[config.mk]
export PLATFORM = sky130hd
export DESIGN_NAME = demux_dispatch_8_flat
export DESIGN_NICKNAME = d
export VERILOG_FILES = /design/src/rtl/demux_dispatch_8_if.sv /design/src/rtl/demux_dispatch_8.sv /design/src/flat_wrapper.sv
export SDC_FILE = /design/constraint.sdc
export NUM_CORES = 1
export LEC_CHECK = 0
export ABC_AREA = 1
export BUFFER_PORTS_ARGS = -buffer_cell sky130_fd_sc_hd__buf_2
export CAP_MARGIN = 10
export CORE_MARGIN = 2
export CORE_UTILIZATION = 49
export DETAILED_ROUTE_END_ITERATION = 10
export PLACE_DENSITY = 0.69
export REMOVE_ABC_BUFFERS = 1
export SYNTH_ARGS = -nofsm -noshare
export SYNTH_HDL_FRONTEND = slang
export SYNTH_SLANG_ARGS = --single-unit
[constraint.sdc]
create_clock -name clk -period 3.15 [get_ports clk]
set_input_delay 0.315 -clock clk [delete_from_list [all_inputs] [get_ports clk]]
set_output_delay 0.315 -clock clk [all_outputs]
set_load 0.02 [all_outputs]
[src/rtl/demux_dispatch_8_if.sv]
// -----------------------------------------------------------------------------
// demux_dispatch_8_if
// Bus bundle between the upstream word source, the dispatch buffer and the
// 1:8 demultiplexer it feeds.
//   in_valid/in_ready/in_data/in_dest : tagged valid/ready input stream
//   rr_mode                           : 1 = round-robin destination assignment
//   out_data/out_sel/out_valid        : pending word presented to the demux
//   out_ready/ch_busy                 : global accept and per-channel blocking
//   fifo_count                        : occupied buffer entries
// Modports: master = upstream/downstream environment, slave = dispatch block.
// -----------------------------------------------------------------------------
interface demux_dispatch_8_if #(
  parameter int DATA_W     = 16,
  parameter int FIFO_DEPTH = 4
);
  localparam int CW = $clog2(FIFO_DEPTH) + 1;

  logic              in_valid;
  logic              in_ready;
  logic [DATA_W-1:0] in_data;
  logic [2:0]        in_dest;
  logic              rr_mode;
  logic [DATA_W-1:0] out_data;
  logic [2:0]        out_sel;
  logic              out_valid;
  logic              out_ready;
  logic [7:0]        ch_busy;
  logic [CW-1:0]     fifo_count;

  modport slave (
    input  in_valid, in_data, in_dest, rr_mode, out_ready, ch_busy,
    output in_ready, out_data, out_sel, out_valid, fifo_count
  );

  modport master (
    output in_valid, in_data, in_dest, rr_mode, out_ready, ch_busy,
    input  in_ready, out_data, out_sel, out_valid, fifo_count
  );
endinterface

[src/rtl/demux_dispatch_8.sv]
// -----------------------------------------------------------------------------
// demux_dispatch_8
// Upstream feeder for a 16-bit 1:8 demultiplexer. Tagged words are buffered in
// a FIFO_DEPTH-entry FIFO; the head is moved into an output register and held
// there (data + 3-bit select) until the addressed channel accepts it.
// Ports:
//   clk        rising-edge clock
//   rst_n      synchronous active-low reset
//   bus        demux_dispatch_8_if.slave (input stream, output word, status)
//   sent_count 16-bit count of accepted output words (only with the macro)
// Optional feature macro: DEMUX_DISPATCH_COUNT_EN adds sent_count.
// -----------------------------------------------------------------------------
module demux_dispatch_8 #(
  parameter int DATA_W     = 16,
  parameter int FIFO_DEPTH = 4
) (
  input  logic                 clk,
  input  logic                 rst_n,
  demux_dispatch_8_if.slave    bus
`ifdef DEMUX_DISPATCH_COUNT_EN
  ,
  output logic [15:0]          sent_count
`endif
);

  localparam int AW = $clog2(FIFO_DEPTH);
  localparam int CW = AW + 1;
  localparam int EW = DATA_W + 3;

  typedef enum logic {IDLE, SEND} state_t;

  logic [EW-1:0]     mem [FIFO_DEPTH];
  logic [AW-1:0]     wr_ptr;
  logic [AW-1:0]     rd_ptr;
  logic [CW-1:0]     count;
  logic [2:0]        rr_ptr;
  state_t            state;
  logic              out_valid;
  logic [DATA_W-1:0] out_data;
  logic [2:0]        out_sel;

  logic              full;
  logic              empty;
  logic              push;
  logic              pop;
  logic              fire;
  logic [2:0]        dest;

  assign full  = (count == CW'(FIFO_DEPTH));
  assign empty = (count == '0);

  // Reset gates in_ready directly so nothing is taken while rst_n is low.
  assign bus.in_ready   = rst_n & ~full;
  assign bus.out_data   = out_data;
  assign bus.out_sel    = out_sel;
  assign bus.out_valid  = out_valid;
  assign bus.fifo_count = count;

  assign push = bus.in_valid & bus.in_ready;
  assign dest = bus.rr_mode ? rr_ptr : bus.in_dest;

  // Only the addressed channel's busy bit can stall the held word.
  assign fire = out_valid & bus.out_ready & ~bus.ch_busy[out_sel];

  // The output register refills when empty (IDLE) or when its word leaves.
  assign pop  = ~empty & ((state == IDLE) | fire);

  // NOTE: sequential state uses non-blocking assignments so every register
  // samples pre-edge values and the blocks are order-independent.
  always_ff @(posedge clk) begin
    if (!rst_n) begin
      wr_ptr <= '0;
      rd_ptr <= '0;
      count  <= '0;
      rr_ptr <= '0;
    end else begin
      if (push) begin
        wr_ptr <= wr_ptr + AW'(1);
        if (bus.rr_mode) rr_ptr <= rr_ptr + 3'd1;
      end
      if (pop) rd_ptr <= rd_ptr + AW'(1);
      case ({push, pop})
        2'b10:   count <= count + CW'(1);
        2'b01:   count <= count - CW'(1);
        default: count <= count;
      endcase
    end
  end

  // NOTE: the storage array has no reset; validity is defined solely by the
  // pointers and count, which keeps the array a plain RAM.
  always_ff @(posedge clk) begin
    if (push) mem[wr_ptr] <= {bus.in_data, dest};
  end

  always_ff @(posedge clk) begin
    if (!rst_n) begin
      state     <= IDLE;
      out_valid <= 1'b0;
      out_data  <= '0;
      out_sel   <= '0;
    end else begin
      case (state)
        IDLE: begin
          if (!empty) begin
            {out_data, out_sel} <= mem[rd_ptr];
            out_valid           <= 1'b1;
            state               <= SEND;
          end
        end
        SEND: begin
          if (fire) begin
            if (!empty) begin
              {out_data, out_sel} <= mem[rd_ptr];
            end else begin
              // Data/select keep their last value; only valid drops.
              out_valid <= 1'b0;
              state     <= IDLE;
            end
          end
        end
        default: begin
          state     <= IDLE;
          out_valid <= 1'b0;
        end
      endcase
    end
  end

`ifdef DEMUX_DISPATCH_COUNT_EN
  always_ff @(posedge clk) begin
    if (!rst_n)    sent_count <= '0;
    else if (fire) sent_count <= sent_count + 16'd1;
  end
`endif

endmodule

[src/flat_wrapper.sv]
// flat-port wrapper written by rule: the top's interface ports become plain ports
module demux_dispatch_8_flat 
#(
  parameter int DATA_W     = 16,
  parameter int FIFO_DEPTH = 4
)
  (clk, rst_n, bus_in_valid, bus_in_data, bus_in_dest, bus_rr_mode, bus_out_ready, bus_ch_busy, bus_in_ready, bus_out_data, bus_out_sel, bus_out_valid, bus_fifo_count);
  demux_dispatch_8_if #(.DATA_W(DATA_W), .FIFO_DEPTH(FIFO_DEPTH)) bus_i ();
  input  logic clk;
  input  logic rst_n;
  input wire logic [$bits(bus_i.in_valid)-1:0] bus_in_valid;
  input wire logic [$bits(bus_i.in_data)-1:0] bus_in_data;
  input wire logic [$bits(bus_i.in_dest)-1:0] bus_in_dest;
  input wire logic [$bits(bus_i.rr_mode)-1:0] bus_rr_mode;
  input wire logic [$bits(bus_i.out_ready)-1:0] bus_out_ready;
  input wire logic [$bits(bus_i.ch_busy)-1:0] bus_ch_busy;
  output wire logic [$bits(bus_i.in_ready)-1:0] bus_in_ready;
  output wire logic [$bits(bus_i.out_data)-1:0] bus_out_data;
  output wire logic [$bits(bus_i.out_sel)-1:0] bus_out_sel;
  output wire logic [$bits(bus_i.out_valid)-1:0] bus_out_valid;
  output wire logic [$bits(bus_i.fifo_count)-1:0] bus_fifo_count;
  assign bus_i.in_valid = bus_in_valid;
  assign bus_i.in_data = bus_in_data;
  assign bus_i.in_dest = bus_in_dest;
  assign bus_i.rr_mode = bus_rr_mode;
  assign bus_i.out_ready = bus_out_ready;
  assign bus_i.ch_busy = bus_ch_busy;
  assign bus_in_ready = bus_i.in_ready;
  assign bus_out_data = bus_i.out_data;
  assign bus_out_sel = bus_i.out_sel;
  assign bus_out_valid = bus_i.out_valid;
  assign bus_fifo_count = bus_i.fifo_count;
  demux_dispatch_8 #(.DATA_W(DATA_W), .FIFO_DEPTH(FIFO_DEPTH)) u_core (.clk(clk), .rst_n(rst_n), .bus(bus_i));
endmodule
# ---- Yosys cells after proc, flatten, opt, wreduce, memory -nomap -nowiden
# Memory sizes are Yosys's and may differ from the RTL's. A register that Yosys moved wholly into a read port is not among the register bits.
# Index checks and enable logic that the tools add are counted.
dict set report word_totals {
  word_cells 56
  ram_bits 76
  input_bits 32
  reg_bits 31
  latchBits 0
  out_inout_bits 24
  rom_bits 0
  n_memories 1
}
dict set report op_classes {
  n_reduce_logical 4
  n_div 0
  magnitude_cmp 1
  mul 0
  addsub 5
  bitwise 10
  shift 0
  eq_ne 6
  muxes 21
}
# name words word_bits rd rd_clocked_by_memory_dff wr line_no
set memory_table {}
lappend memory_table {u_core.mem 4 19 1 1 1 demux_dispatch_8.sv:32} ;# logic [EW-1:0] mem [FIFO_DEPTH];
# operator count
set op_table {}
lappend op_table {{$mux W16} 2}
lappend op_table {{$pmux W16 S2} 1}
lappend op_table {{$pmux W3 S2} 2}
lappend op_table {{$mux W3} 3}
lappend op_table {{$mux W1} 8}
lappend op_table {{$add A3 B1 Y3 const B} 2}
lappend op_table {{$ne A2 B2 Y1 const B} 3}
lappend op_table {{$and A1 B1 Y1} 5}
lappend op_table {{$add A2 B1 Y2 const B} 2}
lappend op_table {{$lt A3 B4 Y1 const B} 1}
lappend op_table {{$mux W2} 2}
lappend op_table {{$not A1 Y1} 4}
lappend op_table {{$pmux W1 S2} 2}
lappend op_table {{$bmux W1 S3} 1}
lappend op_table {{$eq A3 B3 Y1 const B} 1}
lappend op_table {{$logic_not A3 Y1} 1}
lappend op_table {{$reduce_and A3 Y1} 1}
lappend op_table {{$sub A3 B1 Y3 const B} 1}
lappend op_table {{$eq A2 B1 Y1 const B} 1}
lappend op_table {{$eq A2 B2 Y1 const B} 1}
lappend op_table {{$reduce_and A2 Y1} 1}
lappend op_table {{$reduce_bool A2 Y1} 1}
lappend op_table {{$or A1 B1 Y1} 1}

# ---- Logic depth before layout (Yosys ltp)
# Gate-level depths: netlist of run 1.
dict set report logic_depth {
  word_depth 8
  ltp_mapped 15
  mapped_depth_nobuf 15
}

# ---- Worst setup path after synthesis of run 1
# Ideal clock, no wire load.
dict set report synth_path {
  path_kind {flip-flop to flip-flop}
  startpoint {register u_core.count[1] (netlist: u_core.bus.fifo_count[1])}
  endpoint {memory u_core.mem[0][0] in the netlist's numbering (enable)}
  setup_ns 0.395
  synth_period_minus_slack_ns 2.634
  stages_incl_launch_ff 6
  required_time_ns 2.755
  n_path_buf 1
  arrival_time_ns 2.240
  slack_ns 0.516
  cell_sequence {dfxtp_1 > inv_1 > a31oi_1 > nand2_1 > buf_2 > nor2_1}
}
dict set report synth_between {
  elab_chain_len 6
}
# element line_no
set synth_lines {}
lappend synth_lines {{from (decl)} demux_dispatch_8.sv:35} ;# logic [CW-1:0] count;
lappend synth_lines {{from (signal assigned)} demux_dispatch_8.sv:83} ;# 2'b10: count <= count + CW'(1);
lappend synth_lines {{from (signal assigned)} demux_dispatch_8.sv:84} ;# 2'b01: count <= count - CW'(1);
lappend synth_lines {{from (signal assigned)} demux_dispatch_8.sv:85} ;# default: count <= count;
lappend synth_lines {{$eq A3 B3 Y1} demux_dispatch_8.sv:49} ;# assign full = (count == CW'(FIFO_DEPTH));
lappend synth_lines {{$not A1 Y1} demux_dispatch_8.sv:53} ;# assign bus.in_ready = rst_n & ~full;
lappend synth_lines {{$and A1 B1 Y1} demux_dispatch_8.sv:53}
lappend synth_lines {{named net bus_in_ready} flat_wrapper.sv:17} ;# output wire logic [$bits(bus_i.in_ready)-1:0] bus_in_ready;
lappend synth_lines {{$and A1 B1 Y1} demux_dispatch_8.sv:59} ;# assign push = bus.in_valid & bus.in_ready;
lappend synth_lines {{$mux W1} demux_dispatch_8.sv:93} ;# if (push) mem[wr_ptr] <= {bus.in_data, dest};
lappend synth_lines {{$mux W1 (implied by the code)} demux_dispatch_8.sv:93}
lappend synth_lines {{to (decl)} demux_dispatch_8.sv:32}
# The timed path passes the listed nets, and every way through them passes these cells.

# ---- Worst setup path in the final report of run 1
dict set report layout_path {
  startpoint {register u_core.count[1] (netlist: u_core.bus.fifo_count[1])}
  endpoint {register u_core.count[2] (netlist: u_core.bus.fifo_count[2])}
}
dict set report layout_between {
  elab_chain_len 6
  elab_cells_between_ends 13
  cone_classes {add/sub: 2; eq/ne: 3; mux: 1; bitwise: 5; reduce/logical: 2}
}
# element line_no
set layout_lines {}
lappend layout_lines {{$eq A3 B3 Y1} demux_dispatch_8.sv:49}
lappend layout_lines {{$not A1 Y1} demux_dispatch_8.sv:53}
lappend layout_lines {{$and A1 B1 Y1} demux_dispatch_8.sv:53}
lappend layout_lines {{$and A1 B1 Y1} demux_dispatch_8.sv:59}
lappend layout_lines {{$eq A2 B1 Y1 or $eq A2 B2 Y1 (tied branches)} demux_dispatch_8.sv:82} ;# case ({push, pop})
lappend layout_lines {{$pmux W3 S2 or $reduce_bool A2 Y1 (tied branches)} --}
# Several ways; a longest one is shown, not always the timed one.
# A chain may end at the register's enable or synchronous reset.

==> results of run 1 <==
==> layer usage <==
metal | share of wire (%) | wire length [um] | vias to the layer above | global-route usage (%)
met5 | 0 | 0 | - | 0
met4 | 1.4 | 118 | 0 | 7.482
met3 | 4.6 | 384 | 11 | 3.343
met2 | 49 | 4128 | 66 | 31.29
met1 | 45 | 3787 | 1439 | 21.86
li1 | - | - | 1564 | -
==> cell usage in the layout, fill, tap and decap left out, types with 2 or more instances in the layout <==
cell and instances:
buf_4 8, nand3_2 2, inv_2 2, inv_6 3
edfxtp_1 76, nor2_2 5, o21ai_1 6, clkbuf_8 9
nor2_1 65, dfxtp_1 33, o21ai_0 39, bufinv_16 2
buf_2 55, nand3_1 25, o22ai_1 19, inv_1 43
a21oi_1 32, ha_1 6, nand2_1 48
==> metrics by stage <==
step / total power, uW / hold WS (ns)
final: 4401 / 0.1591
after global routing: 4744 / 0.1436
after CTS: 4437 / 0.1470
after detailed placement: 3524 / 0.4620
after global placement: 3481 / 0.4569
after floorplan: 3031 / 0.4139
==> state kept, by name (all words and copies together) (netlist names), named ones only <==
signal                 count
u_core.rr_ptr              3
u_core.bus.fifo_count      3
u_core.state               1
u_core.bus.out_data       16
u_core.bus.out_valid       1
u_core.bus.out_sel         3
u_core.rd_ptr              2
u_core.wr_ptr              2
u_core.mem                76
==> report_power, final <==
part / internal (uW) / switching (uW) / total, uW
Clock: 457 / 459 / 916
Combinational: 552 / 1090 / 1640
Sequential: 1730 / 109 / 1840
Total: 2740 / 1660 / 4400
==> worst paths after layout <==
| kind | start | endpoint | slack [ns] | cells after the start |
|---|---|---|---|---|
| setup / recovery | u_core.bus.fifo_count[1] | u_core.bus.fifo_count[2] | 0.99 | 11 |
| setup reg to reg | u_core.bus.fifo_count[1] | u_core.bus.fifo_count[2] | 0.99 | 11 |
| hold / removal | bus_in_data[0] | u_core.mem[1][3] | 0.16 | 1 |
| hold reg to reg | u_core.bus.out_data[4] | u_core.bus.out_data[4] | 0.48 | 2 |
==> logic make-up after synthesis <==
| group | after synthesis | share of synthesized area [%] |
|---|---|---|
| AND/OR/NAND/NOR | 147 | 13.58 |
| flip-flops | 109 | 65.30 |
| AO/OA/AOI/OAI | 98 | 11.49 |
| XOR/XNOR | 1 | 0.1944 |
| buffers and inverters | 69 | 7.329 |
| adder cells (fa/ha/maj) | 7 | 2.110 |
==> final cells by class <==
class                           instances  area share (%)
Clock buffer                           10           2.527
Clock inverter                          6           1.858
Inverter                               46           3.418
Multi-Input combinational cell        253           24.62
Sequential cell                       109           58.26
Tap cell                              108           2.675
Timing Repair Buffer                   63           6.639
==> worst max-delay path, stage by stage, from the launching register on <==
cell and delay, ns:
dfxtp_1 0.39, inv_1 0.10, a31oi_1 0.21, nand2_1 0.31, ha_1 0.30, inv_1 0.10, fa_1 0.20, nor2_1 0.06
nor2_1 0.10, nand2_1 0.07, o21ai_0 0.16, a21oi_1 0.05
==> reports/summary.txt, run 1 <==
Final setup vio count = 0
Total track usage = 17.90%
Routability cong. = 0.7758
Vias per cell = 5.176
Tmin final = 2.156 ns
Post-DRT Antenna Nets = 0
Port bufs = 55
Worst-Margin Slew = 1.139 ns
Most used standard cell by instance count after synthesis = edfxtp_1
Max Clock Freq = 0.4637 GHz
Slew HR = 23.99%
Post-route setup slack = 0.9936 ns
WL per Instance = 14.15 um
Initial antenna violation count = 0
Clock buffer depth = 2
Asr flop ratio synth = 0%
Critical Path RT = 3.40 ns
Synthesis-to-layout area growth = 12.08%
First-pass GRT wire length = 14030 um
Yosys warning count = 0
Seq/Total Area, Yosys = 65.30%
Remaining DRCs = 0
Clk_skew = 0.01501 ns
Mapped Cells = 431
Post-CTS Hold Fix Bufs = 0
Die footprint = 9981 um2
Share of cells above drive strength 1 = 18.28%
Synth Area per Inst = 10.46 um2
Area occupied by multi-input gates = 1244 um2
CTS Buf Count = 9
Row cnt = 34
CTS tree = yes
Worst setup SP type = flip-flop
N_diodes = 0
Tcrit/Tclk final = 68.46%
1st-pass router iterations = 4
Final Non-Filler Cells = 595
Leak = 0.002054 uW
Post-CTS Setup Repair Bufs = 0
Top post-synthesis cells by count = edfxtp_1, nor2_1, nand2_1
Post-Place Cells = 579
PostCTS Resize Cnt = 0
Grt total ovfl = 0
Filler Cell Count = 773
Seq cells post-synth = 109
Slew Viols, Final = 0
Starting Density = 51.18%
Ys flop type = edfxtp_1
Post-synth EDFFs = 76
CTS sink cnt = 109
Leading area contributor after synthesis = edfxtp_1
I/O pins = 56
Final hold vios = 0
Critical path class = reg2reg
CTS clk-pin slew, worst paths = 0.11 ns
Worst-Skew Late Latency = 0.36 ns
Yosys top cell area share = 50.64%
Peak VDD IR = 357.1 uV
Die height = 99.91 um
Synthesized cell area = 4507 um2
WL final = 8419 um
RSZ-0062 raised after global routing = false
PwrDens = 871.2 nW/um2
Root Buffer = clkbuf_8
Status = finished clean
Critical path peak fanout = 11
Cell Area, Placed = 4830 um2
Yosys cell types = 26
Place WS = 1.029 ns
Final Util = 57.36%
FF/Latch Area = 2943 um2
Final Net Count = 521
Vias in the first global route = 3065
CP endpoint kind = flip-flop
Initial DRC Count = 184
DPL Wire Length = 4990 um
Vias = 3080
Final Cell Area = 5051 um2
Tightest Hold Check Type = in2reg
Largest net degree at the start of global routing = 44
Max Cap Viol = 0
Core area = 8806 um2
Synth top area cells = edfxtp_1, dfxtp_1, nor2_1
Critical path arrival = 2.41 ns
H-Tree Depth = 3
Post-route setup TNS = 0 ns
Die Width = 99.91 um
Power figures use the tool's default switching activity.
==> run 2, diff against run 1 <==
--- a/config.mk
+++ b/config.mk
@@ -11,7 +11,7 @@
 export CORE_MARGIN = 2
 export CORE_UTILIZATION = 49
 export DETAILED_ROUTE_END_ITERATION = 10
-export PLACE_DENSITY = 0.69
+export PLACE_DENSITY = 0.72
 export REMOVE_ABC_BUFFERS = 1
 export SYNTH_ARGS = -nofsm -noshare
 export SYNTH_HDL_FRONTEND = slang
==> constraint.sdc (replaced) <==
create_clock -name clk -period 1.9 [get_ports clk]
set_input_delay 0.19 -clock clk [delete_from_list [all_inputs] [get_ports clk]]
set_output_delay 0.19 -clock clk [all_outputs]
set_load 0.02 [all_outputs]
==> reports/summary.txt, run 2 (synthesized netlist as in run 1, its figures left out) <==
Status = finished, violations left
Failing checks = negative setup slack
CTS clk-pin slew, worst paths = 0.10 ns (about the same)
Final setup vio count = 2 (+2)
Clk_skew = 0.01291 ns (-0.002095 ns)
Cell Area, Placed = 4902 um2 (+1.5%)
Vias in the first global route = 3010 (-1.8%)
Root Buffer = clkbuf_8
Post-Place Cells = 590 (+1.9%)
H-Tree Depth = 3 (unchanged)
Port bufs = 55 (unchanged)
Die height = 99.91 um (unchanged)
Starting Density = 51.18% (unchanged)
Die footprint = 9981 um2 (unchanged)
CTS Buf Count = 9 (unchanged)
DPL Wire Length = 5501 um (+10%)
Largest reg by FF count = u_core.mem
Clock buffer depth = 2 (unchanged)
Routability cong. = 0.7441 (-4.1%)
Row cnt = 34 (unchanged)
Initial DRC Count = 195 (+6.0%)
Worst setup SP type = flip-flop
Place WS = -0.2183 ns (-1.247 ns)
Total track usage = 18.17% (+0.28 points)
Worst Setup EP = u_core.bus.fifo_count[1]
CP endpoint kind = flip-flop
Largest net degree at the start of global routing = 45 (+2.3%)
Grt total ovfl = 0 (unchanged)
Vias = 3184 (+3.4%)
Peak VDD IR = 680.2 uV (+90%)
Vias per cell = 5.245 (+1.3%)
Leak = 0.002110 uW (+2.7%)
FF-to-FF End = u_core.bus.fifo_count[1]
Die Width = 99.91 um (unchanged)
Critical path origin = u_core.bus.out_sel[0]
Share of cells above drive strength 1 = 22.44% (+4.2 points)
Post-route setup TNS = -0.08302 ns (-0.08302 ns)
WL per Instance = 14.55 um (+2.8%)
Critical path class = reg2reg
N_diodes = 0 (unchanged)
Worst-Margin Slew = 0.6140 ns (-0.5250 ns)
M1 WL = 3739 um (-1.3%)
Initial antenna violation count = 0 (unchanged)
Max Cap Viol = 0 (unchanged)
Final hold vios = 0 (unchanged)
Filler Cell Count = 770 (-0.39%)
First-pass GRT wire length = 13940 um (-0.64%)
Post-CTS Hold Fix Bufs = 0 (unchanged)
WL final = 8831 um (+4.9%)
Slew HR = 59.02% (+35 points)
Commonest non-fill, non-tap cell in the layout = edfxtp_1
Final Non-Filler Cells = 607 (+2.0%)
I/O pins = 56 (unchanged)
Cell count of the worst reg-to-reg path = 13 (+2)
Reg2reg setup slack = -0.07 ns (-1.06 ns)
CTS tree = yes
Core area = 8806 um2 (unchanged)
Met3 WL = 483 um (+26%)
Critical Path RT = 2.17 ns (-1.23 ns)
Remaining DRCs = 0 (unchanged)
Post-DRT Antenna Nets = 0 (unchanged)
Critical path arrival = 2.24 ns (-0.17 ns)
Post-route setup slack = -0.06618 ns (-1.060 ns)
Tmin final = 1.966 ns (-0.1902 ns)
Commonest cells after routing, fill and taps aside = edfxtp_1, nor2_1, buf_2
Final Net Count = 533 (+2.3%)
Tcrit/Tclk final = 103.5% (+35 points)
DR top layer = met4
1st-pass router iterations = 4 (unchanged)
RSZ-0062 raised after global routing = true
Tightest Hold Check Type = in2reg
Final Util = 58.33% (+0.97 points)
Synthesis-to-layout area growth = 13.96%
Slew Viols, Final = 0 (unchanged)
Max Clock Freq = 0.5086 GHz (+9.7%)
CTS sink cnt = 109 (unchanged)
Biggest regs = u_core.mem x76, u_core.bus.out_data x16
Met2 wire length = 4518 um (+9.4%)
Critical path peak fanout = 6 (-5)
PwrDens = 1411 nW/um2 (+62%)
Worst-Skew Late Latency = 0.36 ns (about the same)
Final Cell Area = 5136 um2 (+1.7%)
Max reg flops = 76 (unchanged)
Worst r2r src = u_core.bus.out_sel[0]
[run 2: cell count changes in the layout (fill, tap and decap cells not counted), moves of 3 or more]
cell     change
inv_6        -3
buf_4       +12
nand2_1      -4
nand2_2      +4
[run 2: how the worst min path moves through the flow]
| stage | end | startpoint | slack (ns) | depth (start not counted) |
|---|---|---|---|---|
| 5_1_grt | u_core.mem[3][4] | bus_in_data[1] | 0.03 | 1 |
| 3_5_place_dp | u_core.mem[1][16] | bus_in_data[13] | 0.41 | 1 |
| 6_report | u_core.mem[0][16] | bus_in_data[13] | 0.03 | 1 |
| 4_1_cts | u_core.mem[1][16] | bus_in_data[13] | 0.02 | 1 |
| 2_1_floorplan | u_core.mem[0][10] | bus_in_data[7] | 0.29 | 0 |
| 3_3_place_gp | u_core.mem[0][13] | bus_in_data[10] | 0.40 | 1 |
[run 2: where the power goes]
part	internal (uW)	switching (uW)
Combinational	1000	1860
Clock	550	754
Sequential	2880	196
[run 2: per-stage QoR]
stage	total power [uW]	hold WS, ns
floorplan	5025	0.2889
global placement	5829	0.4035
detailed placement	5936	0.4083
CTS	7262	0.01999
global route	7797	0.02980
finish	7246	0.03476
[run 2: layout make-up]
type / count / area, um2 / area share (%)
clock inverters: 5 / 33.78 / 0.6577
clock buffers: 11 / 151.4 / 2.948
multi-input cells: 253 / 1267 / 24.68
inverters: 46 / 175.2 / 3.410
well taps: 108 / 135.1 / 2.631
flip-flops and latches: 109 / 2948 / 57.39
repair buffers: 75 / 425.4 / 8.283
[run 2: repair_timing]
item,CTS,global route
setup buffers,1,0
pin swaps,4,3
gates cloned,0,0
gates resized for setup,10,7
setup endpoints to repair,2,21
[run 2: metal layers]
| metal | up-vias | global-route usage [%] |
|---|---|---|
| met5 | - | 0 |
| met4 | 0 | 9.168 |
| met3 | 10 | 3.064 |
| met2 | 88 | 31.44 |
| met1 | 1503 | 22.03 |
| li1 | 1583 | - |
[run 2: worst max-delay path: stages, from the launching register on]
cell	delay, ns
dfxtp_4	0.38
inv_4	0.08
nand2_1	0.05
nand3_1	0.06
nand2_1	0.05
nand2_1	0.07
nand3_2	0.08
a21oi_2	0.15
ha_2	0.19
inv_2	0.04
fa_2	0.51
nor2_1	0.04
a21oi_1	0.11
nor2_1	0.06
